### src/rtl/probe_cond_pkg.sv
// Shared definitions for the probe input conditioner bank.
//   EDGE_BOTH/EDGE_RISE/EDGE_FALL : encodings selecting which debounced edges are counted
//   cnt_step()                    : one counter increment with saturate-or-wrap and overflow flag
package probe_cond_pkg;

  localparam int EDGE_BOTH = 0;
  localparam int EDGE_RISE = 1;
  localparam int EDGE_FALL = 2;

  // Returns {overflow, next_value}. The counter is 'width' bits (1..32), held
  // in the low bits of a 32-bit carrier. At all-ones the result either holds
  // all-ones or wraps to zero, and the overflow bit is raised in both cases.
  function automatic logic [32:0] cnt_step(input logic [31:0] val,
                                           input int unsigned width,
                                           input logic saturate);
    logic [31:0] top;
    logic [32:0] res;
    top = (width >= 32) ? 32'hFFFF_FFFF : ((32'd1 << width) - 32'd1);
    if (val == top) res = {1'b1, (saturate ? top : 32'd0)};
    else            res = {1'b0, val + 32'd1};
    return res;
  endfunction

endpackage

### src/rtl/probe_cond_chan.sv
// One probe channel: synchroniser, runtime-programmable debounce, debounced
// edge pulses, edge counter with sticky overflow, and snapshot clear.
// Ports:
//   clk, rst_n      clock, asynchronous active-low reset
//   cg              clock-enable; low freezes state and blanks the pulses
//   dcycles         required stable cycles (0 behaves as 1)
//   raw             asynchronous probe input
//   snap_clr        clear counter and overflow on this enabled edge
//   level           debounced level
//   rise, fall      one-cycle pulses on debounced edges
//   count           live edge counter
//   count_nxt       counter value after any increment due this cycle
//   ovf_nxt         overflow flag including any overflow due this cycle
module probe_cond_chan
  import probe_cond_pkg::*;
#(
  parameter int N_SYNC     = 2,
  parameter int DEBOUNCE_W = 18,
  parameter int EDGECNTR_W = 8,
  parameter int EDGE_MODE  = 0,
  parameter int SATURATE   = 1
) (
  input  logic                  clk,
  input  logic                  rst_n,
  input  logic                  cg,
  input  logic [DEBOUNCE_W-1:0] dcycles,
  input  logic                  raw,
  input  logic                  snap_clr,
  output logic                  level,
  output logic                  rise,
  output logic                  fall,
  output logic [EDGECNTR_W-1:0] count,
  output logic [EDGECNTR_W-1:0] count_nxt,
  output logic                  ovf_nxt
);

  logic [N_SYNC-1:0]     sync_p0;
  logic [DEBOUNCE_W-1:0] db_cnt_p0;
  logic                  lvl_p0;
  logic                  rise_p0;
  logic                  fall_p0;
  logic                  vld_p1;
  logic [EDGECNTR_W-1:0] count_p1;
  logic                  ovf_p1;

  logic                  s;
  logic [DEBOUNCE_W-1:0] d_m1;
  logic                  upd;
  logic                  cnt_edge;
  logic [32:0]           step;

  assign s = sync_p0[N_SYNC-1];

  always_comb begin
    d_m1     = (dcycles == '0) ? '0 : dcycles - DEBOUNCE_W'(1);
    upd      = (s != lvl_p0) && (db_cnt_p0 >= d_m1);
    cnt_edge = upd;
    if (EDGE_MODE == EDGE_RISE)      cnt_edge = upd && s;
    else if (EDGE_MODE == EDGE_FALL) cnt_edge = upd && !s;
  end

  // Counter stage: the increment flagged last cycle is applied here, so the
  // snapshot path can capture it in the same edge that clears the counter.
  always_comb begin
    step      = cnt_step(32'(count_p1), EDGECNTR_W, (SATURATE != 0));
    count_nxt = count_p1;
    ovf_nxt   = ovf_p1;
    if (vld_p1) begin
      count_nxt = step[EDGECNTR_W-1:0];
      ovf_nxt   = ovf_p1 | step[32];
    end
  end

  always_ff @(posedge clk or negedge rst_n) begin
    if (!rst_n) begin
      sync_p0   <= '0;
      db_cnt_p0 <= '0;
      lvl_p0    <= 1'b0;
      rise_p0   <= 1'b0;
      fall_p0   <= 1'b0;
      vld_p1    <= 1'b0;
      count_p1  <= '0;
      ovf_p1    <= 1'b0;
    end else if (cg) begin
      // Stage p0: synchronise and debounce
      sync_p0 <= {sync_p0[N_SYNC-2:0], raw};
      if (s == lvl_p0) begin
        db_cnt_p0 <= '0;
      end else if (upd) begin
        db_cnt_p0 <= '0;
        lvl_p0    <= s;
      end else if (db_cnt_p0 != '1) begin
        db_cnt_p0 <= db_cnt_p0 + DEBOUNCE_W'(1);
      end
      rise_p0 <= upd & s;
      fall_p0 <= upd & ~s;
      vld_p1  <= cnt_edge;
      // Stage p1: count, or hand the total to the snapshot and restart
      if (snap_clr) begin
        count_p1 <= '0;
        ovf_p1   <= 1'b0;
      end else begin
        count_p1 <= count_nxt;
        ovf_p1   <= ovf_nxt;
      end
    end else begin
      // Frozen: pulses are dropped, but a pending count increment is kept.
      rise_p0 <= 1'b0;
      fall_p0 <= 1'b0;
    end
  end

  assign level = lvl_p0;
  assign rise  = rise_p0 & cg;
  assign fall  = fall_p0 & cg;
  assign count = count_p1;

endmodule

### src/rtl/probe_cond_bank.sv
// N-channel probe input conditioner: per-channel sync + debounce + edge
// pulses + edge counters, with a shared atomic snapshot-and-clear.
// Ports:
//   i_clk, i_rst_n     clock, asynchronous active-low reset
//   i_cg               clock-enable; low freezes all state
//   i_debounceCycles   required stable cycles (0 behaves as 1)
//   i_bits             raw probe inputs
//   i_snap             snapshot request (ignored while i_cg is low)
//   o_bits             debounced levels
//   o_rise, o_fall     one-cycle debounced edge pulses
//   o_count            live counters, channel k at [k*EDGECNTR_W +: EDGECNTR_W]
//   o_snapCount        counters captured by the last snapshot
//   o_snapOvf          per-channel overflow within the captured window
//   o_snapValid        one-cycle pulse when snapshot outputs update
module probe_cond_bank
  import probe_cond_pkg::*;
#(
  parameter int N_CH       = 8,
  parameter int N_SYNC     = 2,
  parameter int DEBOUNCE_W = 18,
  parameter int EDGECNTR_W = 8,
  parameter int EDGE_MODE  = 0,
  parameter int SATURATE   = 1
) (
  input  logic                       i_clk,
  input  logic                       i_rst_n,
  input  logic                       i_cg,
  input  logic [DEBOUNCE_W-1:0]      i_debounceCycles,
  input  logic [N_CH-1:0]            i_bits,
  input  logic                       i_snap,
  output logic [N_CH-1:0]            o_bits,
  output logic [N_CH-1:0]            o_rise,
  output logic [N_CH-1:0]            o_fall,
  output logic [N_CH*EDGECNTR_W-1:0] o_count,
  output logic [N_CH*EDGECNTR_W-1:0] o_snapCount,
  output logic [N_CH-1:0]            o_snapOvf,
  output logic                       o_snapValid
);

  logic                       snap_req;
  logic [N_CH*EDGECNTR_W-1:0] count_nxt;
  logic [N_CH-1:0]            ovf_nxt;
  logic [N_CH*EDGECNTR_W-1:0] snap_count_p2;
  logic [N_CH-1:0]            snap_ovf_p2;
  logic                       snap_vld_p2;

  assign snap_req = i_snap & i_cg;

  for (genvar k = 0; k < N_CH; k++) begin : g_chan
    probe_cond_chan #(
      .N_SYNC    (N_SYNC),
      .DEBOUNCE_W(DEBOUNCE_W),
      .EDGECNTR_W(EDGECNTR_W),
      .EDGE_MODE (EDGE_MODE),
      .SATURATE  (SATURATE)
    ) u_chan (
      .clk      (i_clk),
      .rst_n    (i_rst_n),
      .cg       (i_cg),
      .dcycles  (i_debounceCycles),
      .raw      (i_bits[k]),
      .snap_clr (snap_req),
      .level    (o_bits[k]),
      .rise     (o_rise[k]),
      .fall     (o_fall[k]),
      .count    (o_count[k*EDGECNTR_W +: EDGECNTR_W]),
      .count_nxt(count_nxt[k*EDGECNTR_W +: EDGECNTR_W]),
      .ovf_nxt  (ovf_nxt[k])
    );
  end

  // Stage p2: snapshot capture, same edge as the live counters clear
  always_ff @(posedge i_clk or negedge i_rst_n) begin
    if (!i_rst_n) begin
      snap_count_p2 <= '0;
      snap_ovf_p2   <= '0;
      snap_vld_p2   <= 1'b0;
    end else if (i_cg) begin
      snap_vld_p2 <= i_snap;
      if (i_snap) begin
        snap_count_p2 <= count_nxt;
        snap_ovf_p2   <= ovf_nxt;
      end
    end else begin
      snap_vld_p2 <= 1'b0;
    end
  end

  assign o_snapCount = snap_count_p2;
  assign o_snapOvf   = snap_ovf_p2;
  assign o_snapValid = snap_vld_p2 & i_cg;

endmodule

### config.mk
export PLATFORM = sky130hd
export DESIGN_NAME = probe_cond_bank
export DESIGN_NICKNAME = d
export VERILOG_FILES = /design/src/rtl/probe_cond_pkg.sv /design/src/rtl/probe_cond_chan.sv /design/src/rtl/probe_cond_bank.sv
export SDC_FILE = /design/constraint.sdc
export NUM_CORES = 1
export LEC_CHECK = 0
export BUFFER_PORTS_ARGS = -buffer_cell sky130_fd_sc_hd__buf_2
export CORE_MARGIN = 3
export CORE_UTILIZATION = 36
export CTS_CLUSTER_SIZE = 20
export DETAILED_ROUTE_END_ITERATION = 6
export PLACE_DENSITY_LB_ADDON = 0.3
export SETUP_SLACK_MARGIN = 0.2
export SLEW_MARGIN = 20
export SYNTH_ARGS = -nofsm -noshare
export SYNTH_HDL_FRONTEND = slang
export SYNTH_SLANG_ARGS = --single-unit
### constraint.sdc
create_clock -name i_clk -period 2.5 [get_ports i_clk]
set_input_delay 0.375 -clock i_clk [delete_from_list [all_inputs] [get_ports i_clk]]
set_output_delay 0.375 -clock i_clk [all_outputs]
set_load 0.02 [all_outputs]
==> out/qor.yml <==
status:
  run_status: "finished, violations left"
  violations: "setup timing"
timing:
  fin_crit_sh_pct: 143
  timing.final.ws_setup_ns: -1.07
  fin_skew_ns: 0.0185
  finalCriticalPeriod_ns: 3.57
  setup_viol: 176
  maxSlewViolCount: 0
  hold_viol: 0
  final.setup.tns_ns: -161.14
  max_slew_margin_pct: 40.8
  rsz0062_at_grt: "yes"
  tightest_slew_ns: 0.881
  max_freq_mhz: 280
synthesis:
  yosysWarningCount: 0
  syn_nets: 2520
  syn_avg_cell_area_um2: 8.87
  synth.distinct_cells: 70
  ys_seq_area_share_pct: 40.8
  synth_area_leaders: "dfrtp_1, ha_1, a21oi_1"
  synth_top_area_cell: "dfrtp_1"
  synth_area_um2: 20700
  syn_inst: 2328
  async_reset_ff_share_pct: 100
  synth_top_area_share_pct: 40.8
  ys_ff_latch: 337
  yosys_most_used_dff: "dfrtp_1"
  synth_edf_count: 0
floorplan:
  die-width_um: 246
  io_pins: 191
  core_um2: 56600
  die_area_um2: 60300
  die_h_um: 246
  initial_core_util_pct: 36.5
  rows: 87
detailed_routing:
  wl_per_cell_um: 18.5
  via_per_inst: 5.66
  routed-via-count: 19900
  drt_iter0_drc: 1259
  postRouteAntennaNets: 0
  drc: 0
  dr.pass1.iters: 5
  routed_wl_um: 65000
clock_network:
  cts-buffers-inserted: 41
  clkLatencyLatePin_ns: 0.57
  tritoncts: "built"
  cts-root-buf: "clkbuf_16"
  cts.sinks: 337
  clockBufferDepth: 3
  htree_levels: 2
  clkTransAtPathRegs_ns: 0.06
worst_setup_path:
  timing.rr.end: "g_chan[4].u_chan.db_cnt_p0[7]"
  cp_max_fo: 8
  crit_type: "in -> reg"
  endpoint_kind: "flip-flop"
  worst_ep_required_time_ns: 2.96
  rrSetupSlack_ns: 0.01
  arrival_ns: 4.04
  reg2reg_from: "g_chan[4].u_chan.db_cnt_p0[5]"
  startpoint: "i_debounceCycles[11]"
  rr_worst_depth: 7
  cp-start-kind: "input port"
hold_path:
  min_from: "i_bits[1]"
  hold_path.class: "in -> reg"
  hold_depth: 2
  hold_path_end: "g_chan[1].u_chan.sync_p0[0]"
layout:
  final_nets: 2910
  stdcell_area_um2: 28400
  drive_above_1_share_pct: 32.2
  antenna_cells: 0
  area_growth_pct: 37.6
  final_cell_mix: "dfrtp_1, nand2_1, nor2_1"
  final_common_cell: "dfrtp_1"
global_routing:
  track_usage_pct: 20.7
  grt_overflow: 0
  grt_pass1_wl_um: 103000
  grt_pass1_vias: 19100
  grt_max_degree: 91
  antenna_found_initial: 0
placement:
  portBuffers: 190
  placed_cell_area_um2: 24200
  dpl_worst_slack_ns: -2.03
  hpwl_um: 44600
  gp_congestion: 0.877
power_and_ir_drop:
  cellPowerDensity_nw_per_um2: 525
  irDropWorstVdd_uv: 357
  leakagePower_nw: 12.9
job:
  drv_cap: 0
-- stage by stage --
step | utilization, % | cells | hold slack (ns) | power, mW
CTS | 48.0 | 3477 | 0.00748 | 14.8
global route | 50.2 | 3507 | 0.0348 | 15.6
finish | 50.2 | 3507 | 0.0430 | 14.9
detailed placement | 42.7 | 3374 | 0.330 | 8.21
global placement | 42.7 | 3374 | 0.336 | 8.13
floorplan | - | 2328 | 0.0794 | 7.21
-- worst max path at each step --
| stage | to | cells past startpoint |
|---|---|---|
| 4_1_cts | g_chan[7].u_chan.db_cnt_p0[1] | 19 |
| 6_report | g_chan[3].u_chan.db_cnt_p0[13] | 18 |
| 3_3_place_gp | g_chan[4].u_chan.db_cnt_p0[0] | 15 |
| 5_1_grt | g_chan[3].u_chan.db_cnt_p0[13] | 18 |
| 3_5_place_dp | g_chan[4].u_chan.db_cnt_p0[0] | 15 |
| 2_1_floorplan | g_chan[5].u_chan.db_cnt_p0[0] | 16 |
-- registers in the layout (all words and copies together) (netlist names) --
name and count:
snap_vld_p2 1, g_chan.u_chan.vld_p1 8, o_snapOvf 8, g_chan.u_chan.fall_p0 8, o_snapCount 64, g_chan.u_chan.sync_p0 16
g_chan.u_chan.rise_p0 8, g_chan.u_chan.ovf_p1 8, g_chan.u_chan.level 8, g_chan.u_chan.db_cnt_p0 144, g_chan.u_chan.count 64
-- layer usage --
metal  up-vias  GRT usage, %  wire length (µm)
met5         -             0                 0
met4         0          5.47              1500
met3       108          2.67              3540
met2       596          34.3             30900
met1      9760          28.6             29000
li1       9394             -                 -
-- worst max-delay path, cell delays in order --
cell	delay, ns
buf_6	0.09
or4_4	0.55
nor4_4	0.15
or3b_4	0.43
nor2_4	0.14
nand3_4	0.16
buf_12	0.21
nand2_4	0.07
buf_12	0.15
ha_4	0.21
nand4_1	0.12
nor2_1	0.06
a221o_1	0.35
a211oi_2	0.22
and2_4	0.25
buf_12	0.12
nand2_8	0.09
o311ai_4	0.29
-- what timing repair did --
action,4_1_cts,5_1_grt
pin swaps,87,76
gates resized for setup,275,201
endpoints found under the setup margin,176,180
cloned,4,1
endpoints found under the hold margin,45,0
buffers inserted,22,29
hold buffers,1,0
-- cells in the mapped netlist, drive strengths merged (12+ instances only) --
cell type and n:
or3 15, nand2b 27, dfrtp 337, and3 45, xnor2 34, o21ai 116, o31ai 41, nand2 233
nor2 211, clkbuf 102, mux2 18, a21oi 230, a21o 32, and2 36, nand4 58, nand3 118
inv 60, o21a 12, a31oi 96, or2 12, o311ai 23, xor2 21, ha 162, a211oi 12
nor4 15, nor2b 20, o2bb2ai 19, nor3 27, a31o 21, buf 30, and4 19
-- logic make-up (layout without fill, tap and decap cells) --
| group | count (synthesis) | in the layout | share of synthesized area [%] |
|---|---|---|---|
| and+or+nand+nor | 867 | 868 | 20.6 |
| AOI/OAI and AO/OA | 685 | 685 | 20.9 |
| DFF | 337 | 337 | 40.8 |
| buffers and inverters | 193 | 615 | 3.96 |
| adders and majority gates | 162 | 162 | 9.81 |
| xor gates and xnor gates | 55 | 55 | 2.33 |
| muxes | 29 | 29 | 1.51 |
-- report_power, final --
| part | switching [mW] | internal (mW) |
|---|---|---|
| sequential | 0.273 | 5.70 |
| combinational | 1.55 | 1.21 |
| clock | 2.46 | 3.74 |
| total | 4.28 | 10.6 |
-- layout make-up --
class / instances / area [µm²]
inverter: 61 / 234
clock inverter: 16 / 184
sequential: 337 / 8430
clock buffer: 60 / 1230
fill: 5135 / 28200
tap: 756 / 946
multi-input combinational: 1799 / 13600
timing repair buffer: 478 / 3760
Power figures use the tool's default switching activity.
